==> src/rtl/usart_baud_engine.sv <==
// USART baud engine: fractional prescaler driving async oversampling, sync-master
// XCK generation and sync-slave edge strobes for the transmitter and receiver.
module usart_baud_engine #(
  parameter int DIV_W  = 12,
  parameter int FRAC_W = 4,
  parameter int OSR_W  = 5
) (
  input  logic              i_fosk,
  input  logic              i_rst_n,
  input  logic              i_en,
  input  logic              i_ubrr_we,
  input  logic [DIV_W-1:0]  i_ubrr,
  input  logic [FRAC_W-1:0] i_frac,
  input  logic [OSR_W-1:0]  i_osr_m1,
  input  logic              i_umsel,
  input  logic              i_xck_dir,
  input  logic              i_ucpol,
  input  logic              i_xck,
  input  logic              i_rx_resync,
  output logic              o_txclk,
  output logic              o_rxclk,
  output logic              o_rxmid,
  output logic              o_xck
);

  logic [DIV_W-1:0]  r_ubrr;
  logic [FRAC_W-1:0] r_frac;
  logic [OSR_W-1:0]  r_osr_m1;
  logic [DIV_W:0]    r_presc;
  logic [FRAC_W-1:0] r_acc;
  logic [OSR_W-1:0]  r_os;
  logic              r_tog;
  logic              r_sync1, r_sync2, r_xck_d;
  logic              r_txclk, r_rxclk, r_rxmid, r_xck;

  logic              w_tick, w_async, w_master, w_slave, w_resync;
  logic [FRAC_W:0]   w_acc_sum;
  logic [DIV_W:0]    w_reload;
  logic [OSR_W-1:0]  w_osr_eff, w_os_next;
  logic              w_os_wrap, w_tog_next, w_xck_rise, w_xck_fall;

  assign w_async  = ~i_umsel;
  assign w_master = i_umsel & i_xck_dir;
  assign w_slave  = i_umsel & ~i_xck_dir;
  assign w_tick   = i_en & (r_presc == '0);
  assign w_resync = i_en & w_async & i_rx_resync;

  // Carry out of the fraction accumulator lengthens the following period by one cycle.
  assign w_acc_sum = {1'b0, r_acc} + {1'b0, r_frac};
  assign w_reload  = {1'b0, r_ubrr} + {{DIV_W{1'b0}}, w_acc_sum[FRAC_W]};

  assign w_osr_eff = (r_osr_m1 < OSR_W'(3)) ? OSR_W'(3) : r_osr_m1;
  assign w_os_wrap = (r_os >= w_osr_eff);
  assign w_os_next = w_os_wrap ? '0 : r_os + OSR_W'(1);

  assign w_tog_next = i_ubrr_we ? 1'b0 : ((w_tick & w_master) ? ~r_tog : r_tog);
  assign w_xck_rise = r_sync2 & ~r_xck_d;
  assign w_xck_fall = ~r_sync2 & r_xck_d;

  always_ff @(posedge i_fosk or negedge i_rst_n) begin
    if (!i_rst_n) begin
      r_ubrr   <= '0;
      r_frac   <= '0;
      r_osr_m1 <= OSR_W'(15);
      r_presc  <= '0;
      r_acc    <= '0;
      r_os     <= '0;
      r_tog    <= 1'b0;
      r_sync1  <= 1'b0;
      r_sync2  <= 1'b0;
      r_xck_d  <= 1'b0;
      r_txclk  <= 1'b0;
      r_rxclk  <= 1'b0;
      r_rxmid  <= 1'b0;
      r_xck    <= 1'b0;
    end else begin
      r_sync1 <= i_xck;
      r_sync2 <= r_sync1;
      r_xck_d <= r_sync2;
      r_tog   <= w_tog_next;
      r_xck   <= (i_en & w_master) ? (w_tog_next ^ i_ucpol) : i_ucpol;
      r_txclk <= 1'b0;
      r_rxclk <= 1'b0;
      r_rxmid <= 1'b0;
      if (i_ubrr_we) begin
        r_ubrr   <= i_ubrr;
        r_frac   <= i_frac;
        r_osr_m1 <= i_osr_m1;
        r_presc  <= {1'b0, i_ubrr};
        r_acc    <= '0;
        r_os     <= '0;
      end else if (!i_en) begin
        r_presc <= {1'b0, r_ubrr};
      end else if (w_resync) begin
        // Realign the receiver to the start bit; any coincident tick is dropped.
        r_os    <= '0;
        r_presc <= {1'b0, r_ubrr};
      end else begin
        r_presc <= w_tick ? w_reload : r_presc - 1'b1;
        if (w_tick) begin
          r_acc <= w_acc_sum[FRAC_W-1:0];
          if (w_async) begin
            r_os    <= w_os_next;
            r_rxclk <= 1'b1;
            r_txclk <= w_os_wrap;
            r_rxmid <= (w_os_next == (w_osr_eff >> 1));
          end else if (w_master) begin
            r_txclk <= ~r_tog;
            r_rxclk <= r_tog;
          end
        end
        if (w_slave) begin
          r_txclk <= i_ucpol ? w_xck_fall : w_xck_rise;
          r_rxclk <= i_ucpol ? w_xck_rise : w_xck_fall;
        end
      end
    end
  end

  assign o_txclk = r_txclk;
  assign o_rxclk = r_rxclk;
  assign o_rxmid = r_rxmid;
  assign o_xck   = r_xck;

endmodule

==> config.mk <==
export PLATFORM = sky130hd
export DESIGN_NAME = usart_baud_engine
export DESIGN_NICKNAME = d
export VERILOG_FILES = /design/src/rtl/usart_baud_engine.sv
export SDC_FILE = /design/constraint.sdc
export NUM_CORES = 1
export LEC_CHECK = 0
export ABC_AREA = 1
export BUFFER_PORTS_ARGS = -buffer_cell sky130_fd_sc_hd__buf_2
export CAP_MARGIN = 10
export CORE_MARGIN = 4
export CORE_UTILIZATION = 55
export DETAILED_ROUTE_END_ITERATION = 8
export PLACE_DENSITY = 0.71
export SLEW_MARGIN = 30
export SYNTH_ARGS = -nofsm -noshare
export SYNTH_HDL_FRONTEND = slang
export SYNTH_SLANG_ARGS = --single-unit
==> constraint.sdc <==
create_clock -name i_fosk -period 3.1 [get_ports i_fosk]
set_input_delay 0.155 -clock i_fosk [delete_from_list [all_inputs] [get_ports i_fosk]]
set_output_delay 0.155 -clock i_fosk [all_outputs]
set_load 0.05 [all_outputs]
## Word level (Yosys, flattened, before mapping)

Index checks and enable logic that the tools add are counted.

| cells by class | value |
|---|---|
| add/sub/neg operators | 4 |
| order comparisons | 2 |
| eq/ne operators | 3 |
| multiplexer cells | 39 |
| bitwise operators | 15 |
| reduce and logical (&&, ||, !) cells | 6 |

Operators with widths:

| cell | number |
|---|---|
| $mux 13 | 4 |
| $mux 5 | 7 |
| $mux 1 | 24 |
| $mux 4 | 4 |
| $add 12x1->13 | 1 |
| $logic_not 13->1 | 1 |
| $sub 13x1->13 const B | 1 |
| $and 1x1->1 | 9 |
| $reduce_and 3->1 | 2 |
| $add 4x4->5 | 1 |
| $add 5x1->5 const B | 1 |
| $eq 5x4->1 | 1 |
| $ge 5x5->1 | 1 |
| $lt 5x2->1 const B | 1 |
| $not 1->1 | 5 |
| $reduce_bool 2->1 | 2 |
| $ne 3x2->1 const B | 1 |
| $reduce_bool 3->1 | 1 |
| $ne 2x2->1 const B | 1 |
| $xor 1x1->1 | 1 |

| storage, ports and cells | value |
|---|---|
| register bits after elaboration | 51 |
| input bits | 30 |
| output and inout bits | 4 |
| word-level logic and storage cells | 83 |

## Logic depth before layout (Yosys ltp)

Gate-level depths: netlist of run 1.

| logic depth | value |
|---|---|
| depth in word-level cells | 10 |
| mapped depth | 16 |
| depth with buffers taken out | 16 |

## Least setup slack after synthesis of run 1

OpenSTA, ideal clock, no wires.

| timing path | value |
|---|---|
| path kind | register to register |
| from | register r_frac[0] |
| to | register r_presc[6] |
| setup time | 0.117 ns |
| arrival time | 2.265 ns |
| data required time | 2.983 ns |
| slack | 0.717 ns |
| stages on the path, launching flop included | 16 |
| path buffers | 0 |
| clock period less this slack | 2.383 ns |
| cell sequence | dfrtp_1 -> ha_1 -> fa_1 -> nand2_1 -> inv_1 -> o21ai_0 -> nand2_1 -> ha_1 -> ha_1 -> nand3_1 -> nor2_1 -> xor2_1 -> o21ai_1 -> nand2_1 -> o21ai_1 -> inv_1 |

| on the way | value |
|---|---|
| longest elaborated chain between the ends | 6 |

Ends and longest elaborated chain:

| element | RTL line | source |
|---|---|---|
| from (decl) | 27 | `logic [FRAC_W-1:0] r_frac;` |
| from (signal assigned) | 87 | `r_frac <= i_frac;` |
| $add 4x4->5 | 49 | `assign w_acc_sum = {1'b0, r_acc} + {1'b0, r_frac};` |
| $add 12x1->13 | 50 | `assign w_reload = {1'b0, r_ubrr} + {{DIV_W{1'b0}}, w_acc_sum[FRAC_W]};` |
| $mux 13 | 99 | `r_presc <= w_tick ? w_reload : r_presc - 1'b1;` |
| $mux 13 | 94 | `end else if (w_resync) begin` |
| $mux 13 | 92 | `end else if (!i_en) begin` |
| $mux 13 | 85 | `if (i_ubrr_we) begin` |
| to (signal assigned) | 93 | `r_presc <= {1'b0, r_ubrr};` |
| to (signal assigned) | 97 | `r_presc <= {1'b0, r_ubrr};` |
| to (signal assigned) | 99 |  |
| to (decl) | 29 | `logic [DIV_W:0] r_presc;` |

No other way between the ends.
A chain may end at the register's enable or synchronous reset.

## Final worst setup path of run 1

Same ends and word-level chain as after synthesis.

==> results of run 1 <==
==> routing by layer <==
layer  up-vias  global-route usage  wire length [um]
li1       1459                   -                 -
met1      1304               0.294              3460
met2        61               0.350              3420
met3         9              0.0375               358
met4         0              0.0482                94
met5         -                   0                 0
==> Yosys cell counts, drive strengths merged <==
cell	instances
o211ai	5
clkbuf	1
nand4	8
fa	1
clkinv	1
a31o	2
or2	5
xor2	9
o31ai	1
dfstp	4
nor3	5
a31oi	1
nand2	157
buf	5
inv	48
dfrtp	47
nand3	34
a21oi	17
nor2	40
xnor2	5
o21ai	24
ha	13
==> layout make-up <==
cell class              count  area [um^2]
inverters                  49          185
fillers                   524         1990
multi-input cells         327         1680
repair buffers             37          203
flip-flops and latches     51         1280
well taps                  72         90.1
clock inverters             2         35.0
clock buffers               6         82.6
==> power breakdown <==
part | internal (W) | switching, W | total, W
Clock | 0.000262 | 0.000224 | 0.000485
Sequential | 0.000719 | 0.0000457 | 0.000765
Combinational | 0.000111 | 0.000187 | 0.000298
==> timing repair <==
item | in CTS | in global routing
endpoints found under the hold margin | 34 | 0
buffers inserted | 0 | 0
hold buffers | 2 | 0
==> per-stage QoR <==
stage               std cells  area (um^2)  hold WS, ns  utilization
CTS                       544         3550       0.0423        0.641
global placement          534         3410        0.265        0.616
global route              544         3550       0.0584        0.642
floorplan                 433         3170       -0.141            -
finish                    544         3550       0.0457        0.642
detailed placement        534         3410        0.283        0.616
==> registers in the layout (all words and copies together) (netlist names), 4 cells and up <==
signal / flops
r_ubrr: 12
r_osr_m1: 5
r_presc: 13
r_acc: 4
r_os: 5
r_frac: 4
==> tightest hold or removal path, delay by kind of cell <==
kind | cells | cell delay [ns]
buffers and inverters | 1 | 0.07
and+or+nand+nor | 2 | 0.09
==> logic make-up after synthesis <==
logic type,share of synthesized area
buf+inv,0.0663
simple gates,0.345
flops,0.404
xor+xnor,0.0387
compound gates,0.0876
fa+ha+maj,0.0576
==> final timing paths <==
kind | endpoint | slack, ns | cells past startpoint
min reg2reg | r_sync2 | 0.38 | 0
max reg2reg | r_presc[6] | 0.52 | 15
min in group asynchronous | r_os[4] | 0.35 | 2
max | r_presc[6] | 0.52 | 15
max in group asynchronous | r_ubrr[0] | 2.16 | 3
min | r_frac[2] | 0.05 | 3
==> run summary, run 1 <==
Clk buf depth -> 2
Crit path DAT -> 2.79 ns
Total track usage -> 0.213
Dpl hpwl -> 5490 um
Worst path cell trace -> ha_1 -> fa_1 -> nand2_1 -> inv_1 -> o21ai_0 -> nand2_1 -> ha_1 -> ha_1 -> nand3_1 -> nor2_1 -> xor2_1 -> o21ai_1 -> nand2_1 -> o21ai_1 -> inv_1
Syn. warnings -> 0
CP max-delay cell -> dfrtp_1
First-pass iteration count of the detailed router -> 4
Min setup slack post-route -> 0.522 ns
Slew @ Worst Pin -> 0.487 ns
First-pass GRT wire length -> 12400 um
Most common cell after layout, fill and taps aside -> nand2_1
Avg Vias per Cell -> 5.21
Cells after Synth -> 433
Die X -> 83.9 um
Share of cells above drive strength 1 -> 0.163
Nets -> 515
Syn_nets -> 477
Core Region -> 0.00554 mm^2
Drt drc -> 0
Detailed-route via count -> 2833
Startpoint types -> flop
Cell variety after synth -> 34
HP Class -> in2reg
CTS tree -> yes
Synthesized flop and latch total -> 51
PortBufs -> 33
Hold Path Origin -> i_frac[2]
Final Wtd Congestion -> 0.849
Leakage -> 1.89 nW
# setup viols final -> 0
Setup Crit Path Kind -> reg2reg
RSZ-0062 raised after global routing -> false
CTS buffer count -> 5
Max FO, Critical Path -> 5
Setup TNS -> 0 ns
Register area share after synthesis -> 0.404
Relative slew slack -> 0.675
DIE AREA -> 0.00704 mm^2
Place WS -> 0.541 ns
Commonest non-fill, non-tap cells in the layout -> nand2_1 (152), dfrtp_1 (47), inv_1 (39)
Clock-pin slew on the worst setup and hold paths -> 0.10 ns
Outcome -> finished, final reports clean
Post-DR wirelength/cell -> 13.5 um
Synthesis-to-layout area growth -> 12.2%
Total Power -> 0.00155 W
Tmin final -> 2.58 ns
Fin. Hold Viols -> 0
Resized Gates After CTS -> 0
Worst r2r src -> r_frac[0]
Clk_skew -> 0.00549 ns
Final worst-path cycle share -> 0.832
Initial drt markers -> 204
Netlist Area Pre-Place -> 0.00317 mm^2
Max Cap Violations -> 0
CTS sink cnt -> 51
Final Routed Wirelength -> 7330 um
Clock latency on the worst-skew pair -> 0.30 ns
Antenna-violating nets left -> 0
Largest net degree at the start of global routing -> 39
# rows -> 27
Initial Utilization -> 0.572
Peak Freq -> 388 MHz
Synth area leaders -> dfrtp_1 (37%), nand2_1 (18%), ha_1 (5.1%)
Initial antenna violation count -> 0
Vias in the first global route -> 2702
CTS Root Cell -> clkbuf_8
Slowest stage delay, CP -> 0.40 ns
Worst path buffer plus inverter count -> 2
Antenna Cells -> 0
H-tree Lvls -> 2
Die height -> 83.9 um
P per Cell Area -> 436 mW/mm^2
CP delay by family, top -> adder cells
Synth top area share -> 0.371
Worst Path Required -> 3.31 ns
Area leader, netlist -> dfrtp_1
Worst Setup SP -> r_frac[0]
Element type at the critical path end -> flop
Gr ovfl total -> 0
Syn avg cell area -> 7.32 um^2
Fin. max-slew vios -> 0
I/O pins -> 34
Peak VDD IR -> 226 uV
(Power assumes the default switching activity.)
==> inputs of run 2 (changes only) <==
--- a/config.mk
+++ b/config.mk
@@ -5,13 +5,13 @@
 export SDC_FILE = /design/constraint.sdc
 export NUM_CORES = 1
 export LEC_CHECK = 0
-export ABC_AREA = 1
+export ABC_AREA = 0
 export BUFFER_PORTS_ARGS = -buffer_cell sky130_fd_sc_hd__buf_2
 export CAP_MARGIN = 10
 export CORE_MARGIN = 4
-export CORE_UTILIZATION = 55
+export CORE_UTILIZATION = 53
 export DETAILED_ROUTE_END_ITERATION = 8
-export PLACE_DENSITY = 0.71
+export PLACE_DENSITY = 0.72
 export SLEW_MARGIN = 30
 export SYNTH_ARGS = -nofsm -noshare
 export SYNTH_HDL_FRONTEND = slang
==> constraint.sdc (replaced) <==
create_clock -name i_fosk -period 2.3 [get_ports i_fosk]
set_input_delay 0.115 -clock i_fosk [delete_from_list [all_inputs] [get_ports i_fosk]]
set_output_delay 0.115 -clock i_fosk [all_outputs]
set_load 0.05 [all_outputs]
==> run 2 against run 1 <==
Net effect:
- the flow now finishes with violations (setup timing)
- critical path depth shrank 7
- global-route usage grew 0.25 points
- critical path type unchanged
- combinational power grew 43%
- via count shrank 7.7%
- sequential power grew 39%
- largest cell class unchanged
- routed wire length grew 1.5%
- clock skew is essentially flat
- synthesized cell count shrank 28%
- flip-flop and latch count is the same
- utilization grew 3.1 points
- first-iteration DRC count shrank 32%
- fmax grew 7.5%
==> run summary, run 2 <==
Most frequent cells after synthesis -> dfrtp_1 (47), nand2_1 (29), inv_1 (19), nor2_1 (16)
Synthesis-to-layout area growth -> 22.6%
CTS tree -> yes
Worst r2r src -> r_osr_m1[2]
Switching Share -> 0.294 (-0.000361)
CP max-delay cell -> dfstp_2
# rows -> 27 (unchanged)
Reg2reg path depth -> 8 (-7)
Fin. Hold Viols -> 0 (unchanged)
I/O pins -> 34 (unchanged)
Final Routed Wirelength -> 7440 um (+1.5%)
Largest net degree at the start of global routing -> 42 (+7.7%)
Fin. max-slew vios -> 0 (unchanged)
Detailed-route via count -> 2614 (-7.7%)
Total Power -> 0.00205 W (+32%)
Commonest non-fill, non-tap cells in the layout -> dfrtp_1 (47), buf_2 (32), nand2_1 (27)
Final worst-path cycle share -> 1.04 (+0.211)
DIE AREA -> 0.00701 mm^2 (-0.40%)
Switching Power -> 0.000604 W (+32%)
Post-synthesis async set-or-reset flop share -> 1.00 (unchanged)
Final hold slack -> 0.0187 ns (-0.0270 ns)
Clock latency on the worst-skew pair -> 0.30 ns (about the same)
Peak VDD IR -> 321 uV (+42%)
Share of cells above drive strength 1 -> 0.300 (+0.137)
Register-to-register setup slack -> -0.1 ns (-0.62 ns)
Syn. warnings -> 0 (unchanged)
Antenna Cells -> 0 (unchanged)
Synth area leaders -> dfrtp_1 (39%), ha_1 (5.3%), nand2_1 (3.6%)
Max FO, Critical Path -> 3 (-2)
Vias in the first global route -> 2584 (-4.4%)
Reg power frac -> 0.517 (+0.023)
RSZ-0062 raised after global routing -> true
Slowest stage delay, CP -> 0.58 ns (+0.18 ns)
Cell count along the critical path -> 8 (-7)
Synth top area share -> 0.387 (+0.0157)
Peak Freq -> 417 MHz (+7.5%)
Violated checks -> setup timing
Top-count cell post-synth -> dfrtp_1
H-tree Lvls -> 2 (unchanged)
Core Region -> 0.00554 mm^2 (unchanged)
Register area share after synthesis -> 0.421 (+0.0171)
Initial drt markers -> 139 (-32%)
Antenna-violating nets left -> 0 (unchanged)
Dpl hpwl -> 5310 um (-3.2%)
Clock power frac -> 0.276 (-0.037)
Crit path DAT -> 2.60 ns (-0.19 ns)
PortBufs -> 33 (unchanged)
Pint -> 0.00145 W (+33%)
Setup TNS -> -0.446 ns (-0.446 ns)
Max FFs per register -> 13 (unchanged)
Outcome -> complete, but fails checks
Post-DR wirelength/cell -> 16.9 um (+26%)
CTS Root Cell -> clkbuf_8
CTS buffer count -> 5 (unchanged)
Gr ovfl total -> 0 (unchanged)
Area after DPL -> 0.00338 mm^2 (-0.88%)
Setup Crit Path Kind -> reg2reg
Worst Path Required -> 2.50 ns (-0.81 ns)
Biggest register -> r_presc
Worst path cell trace -> nor3_4 -> or2_4 -> ha_4 -> nand2b_4 -> a221o_1 -> a211oi_2 -> o211ai_1 -> a221oi_2
CTS sink cnt -> 51 (unchanged)
Area leader, netlist -> dfrtp_1
P per Cell Area -> 550 mW/mm^2 (+26%)
Clk buf depth -> 2 (unchanged)
Syn avg cell area -> 9.74 um^2 (+33%)
Min-Delay Path Depth -> 3 (unchanged)
Cells after Synth -> 312 (-28%)
Die height -> 83.7 um (-0.20%)
Initial antenna violation count -> 0 (unchanged)
Worst path buffer plus inverter count -> 0 (-2)
Startpoint types -> flop
First-pass iteration count of the detailed router -> 5 (+1)
Tmin final -> 2.40 ns (-0.179 ns)
Die X -> 83.7 um (-0.20%)
HP Class -> in2reg
Final Wtd Congestion -> 0.852 (+0.39%)
Part of the power in combinational logic -> 0.207 (+0.014)
Cell variety after synth -> 56 (+65%)
Clock-pin slew on the worst setup and hold paths -> 0.09 ns (about the same)
Slew @ Worst Pin -> 0.832 ns (+0.345 ns)
EDFF count, synth -> 0 (unchanged)
Max Cap Violations -> 0 (unchanged)
Layout fillers -> 453 (-14%)
Netlist Area Pre-Place -> 0.00304 mm^2 (-4.1%)
Synthesized flop and latch total -> 51 (unchanged)
First-pass GRT wire length -> 12300 um (-0.56%)
FF-to-FF End -> o_rxmid
Drt drc -> 0 (unchanged)
Post-synth top flop -> dfrtp_1
Top flop regs -> r_presc x13, r_ubrr x12
Initial Utilization -> 0.549 (-0.0233)
Relative slew slack -> 0.439 (-0.236)
Most common cell after layout, fill and taps aside -> dfrtp_1
# setup viols final -> 7 (+7)
Avg Vias per Cell -> 5.95 (+14%)
Total track usage -> 0.216 (+0.00245)
Hold Path Origin -> i_osr_m1[2]
Final instance area -> 0.00373 mm^2 (+4.9%)
Hold path endpoint -> r_osr_m1[2]
Syn_nets -> 356 (-25%)
Leakage -> 1.69 nW (-10%)
CP delay by family, top -> compound AO/OA/AOI/OAI gates
Clk_skew -> 0.00554 ns (+0.0000426 ns)
Nets -> 410 (-20%)
Min setup slack post-route -> -0.0993 ns (-0.621 ns)
Element type at the critical path end -> flop
## run 2: routing by layer
metal	GRT usage	up-vias	part of all wire	wire length [um]
li1	-	1246	-	-
met1	0.291	1278	0.45	3310
met2	0.354	74	0.48	3590
met3	0.0336	16	0.052	388
met4	0.0731	0	0.020	147
met5	0	-	0	0
## run 2: how the worst max path moves through the flow
stage	startpoint	endpoint
2_1_floorplan	r_frac[0]	r_presc[6]
3_3_place_gp	r_frac[0]	r_presc[6]
3_5_place_dp	r_osr_m1[4]	o_rxmid
4_1_cts	r_osr_m1[2]	o_rxmid
5_1_grt	r_osr_m1[2]	o_rxmid
6_report	r_osr_m1[2]	o_rxmid
## run 2: timing repair
| action | in CTS | in global routing |
|---|---|---|
| resized for setup | 18 | 17 |
| buffers inserted | 2 | 3 |
| pin swaps | 20 | 21 |
| endpoints found under the setup margin | 15 | 14 |
| hold endpoints to repair | 36 | 0 |
| hold buffers | 2 | 0 |
## run 2: tightest hold or removal path, cell delays in order
cell and delay (ns):
buf_2 0.08, nand2_1 0.04, o21ai_0 0.06
## run 2: kinds of logic after synthesis
logic type               synth area share
AO/OA/AOI/OAI                       0.185
XOR/XNOR                           0.0634
adder cells (fa/ha/maj)            0.0601
buffers and inverters              0.0420
flip-flops                          0.421
multiplexers                       0.0453
AND/OR/NAND/NOR                     0.183
## run 2: cell type report
cell class	count	area [um^2]	share of cell area
multi-input cells	232	1820	0.489
flip-flops and latches	51	1280	0.344
repair buffers	57	364	0.0977
clock buffers	8	100	0.0268
well taps	72	90.1	0.0242
inverters	19	71.3	0.0191
## run 2: per-stage QoR
stage                     setup WS (ns)  instances  utilization
after global placement          -0.0639        424        0.611
after global routing             -0.207        439        0.673
after floorplan                 0.00509        312            -
after detailed placement         -0.222        424        0.611
final                           -0.0993        439        0.673
after CTS                        -0.126        436        0.652
## run 2: power groups by stage
stage	clock network [W]	registers [W]	logic, W
CTS	0.000577	0.00106	0.000412
detailed placement	0	0.00107	0.000382
global placement	0	0.00106	0.000366
global route	0.000619	0.00107	0.000471
floorplan	0	0.00105	0.000250
finish	0.000567	0.00106	0.000425
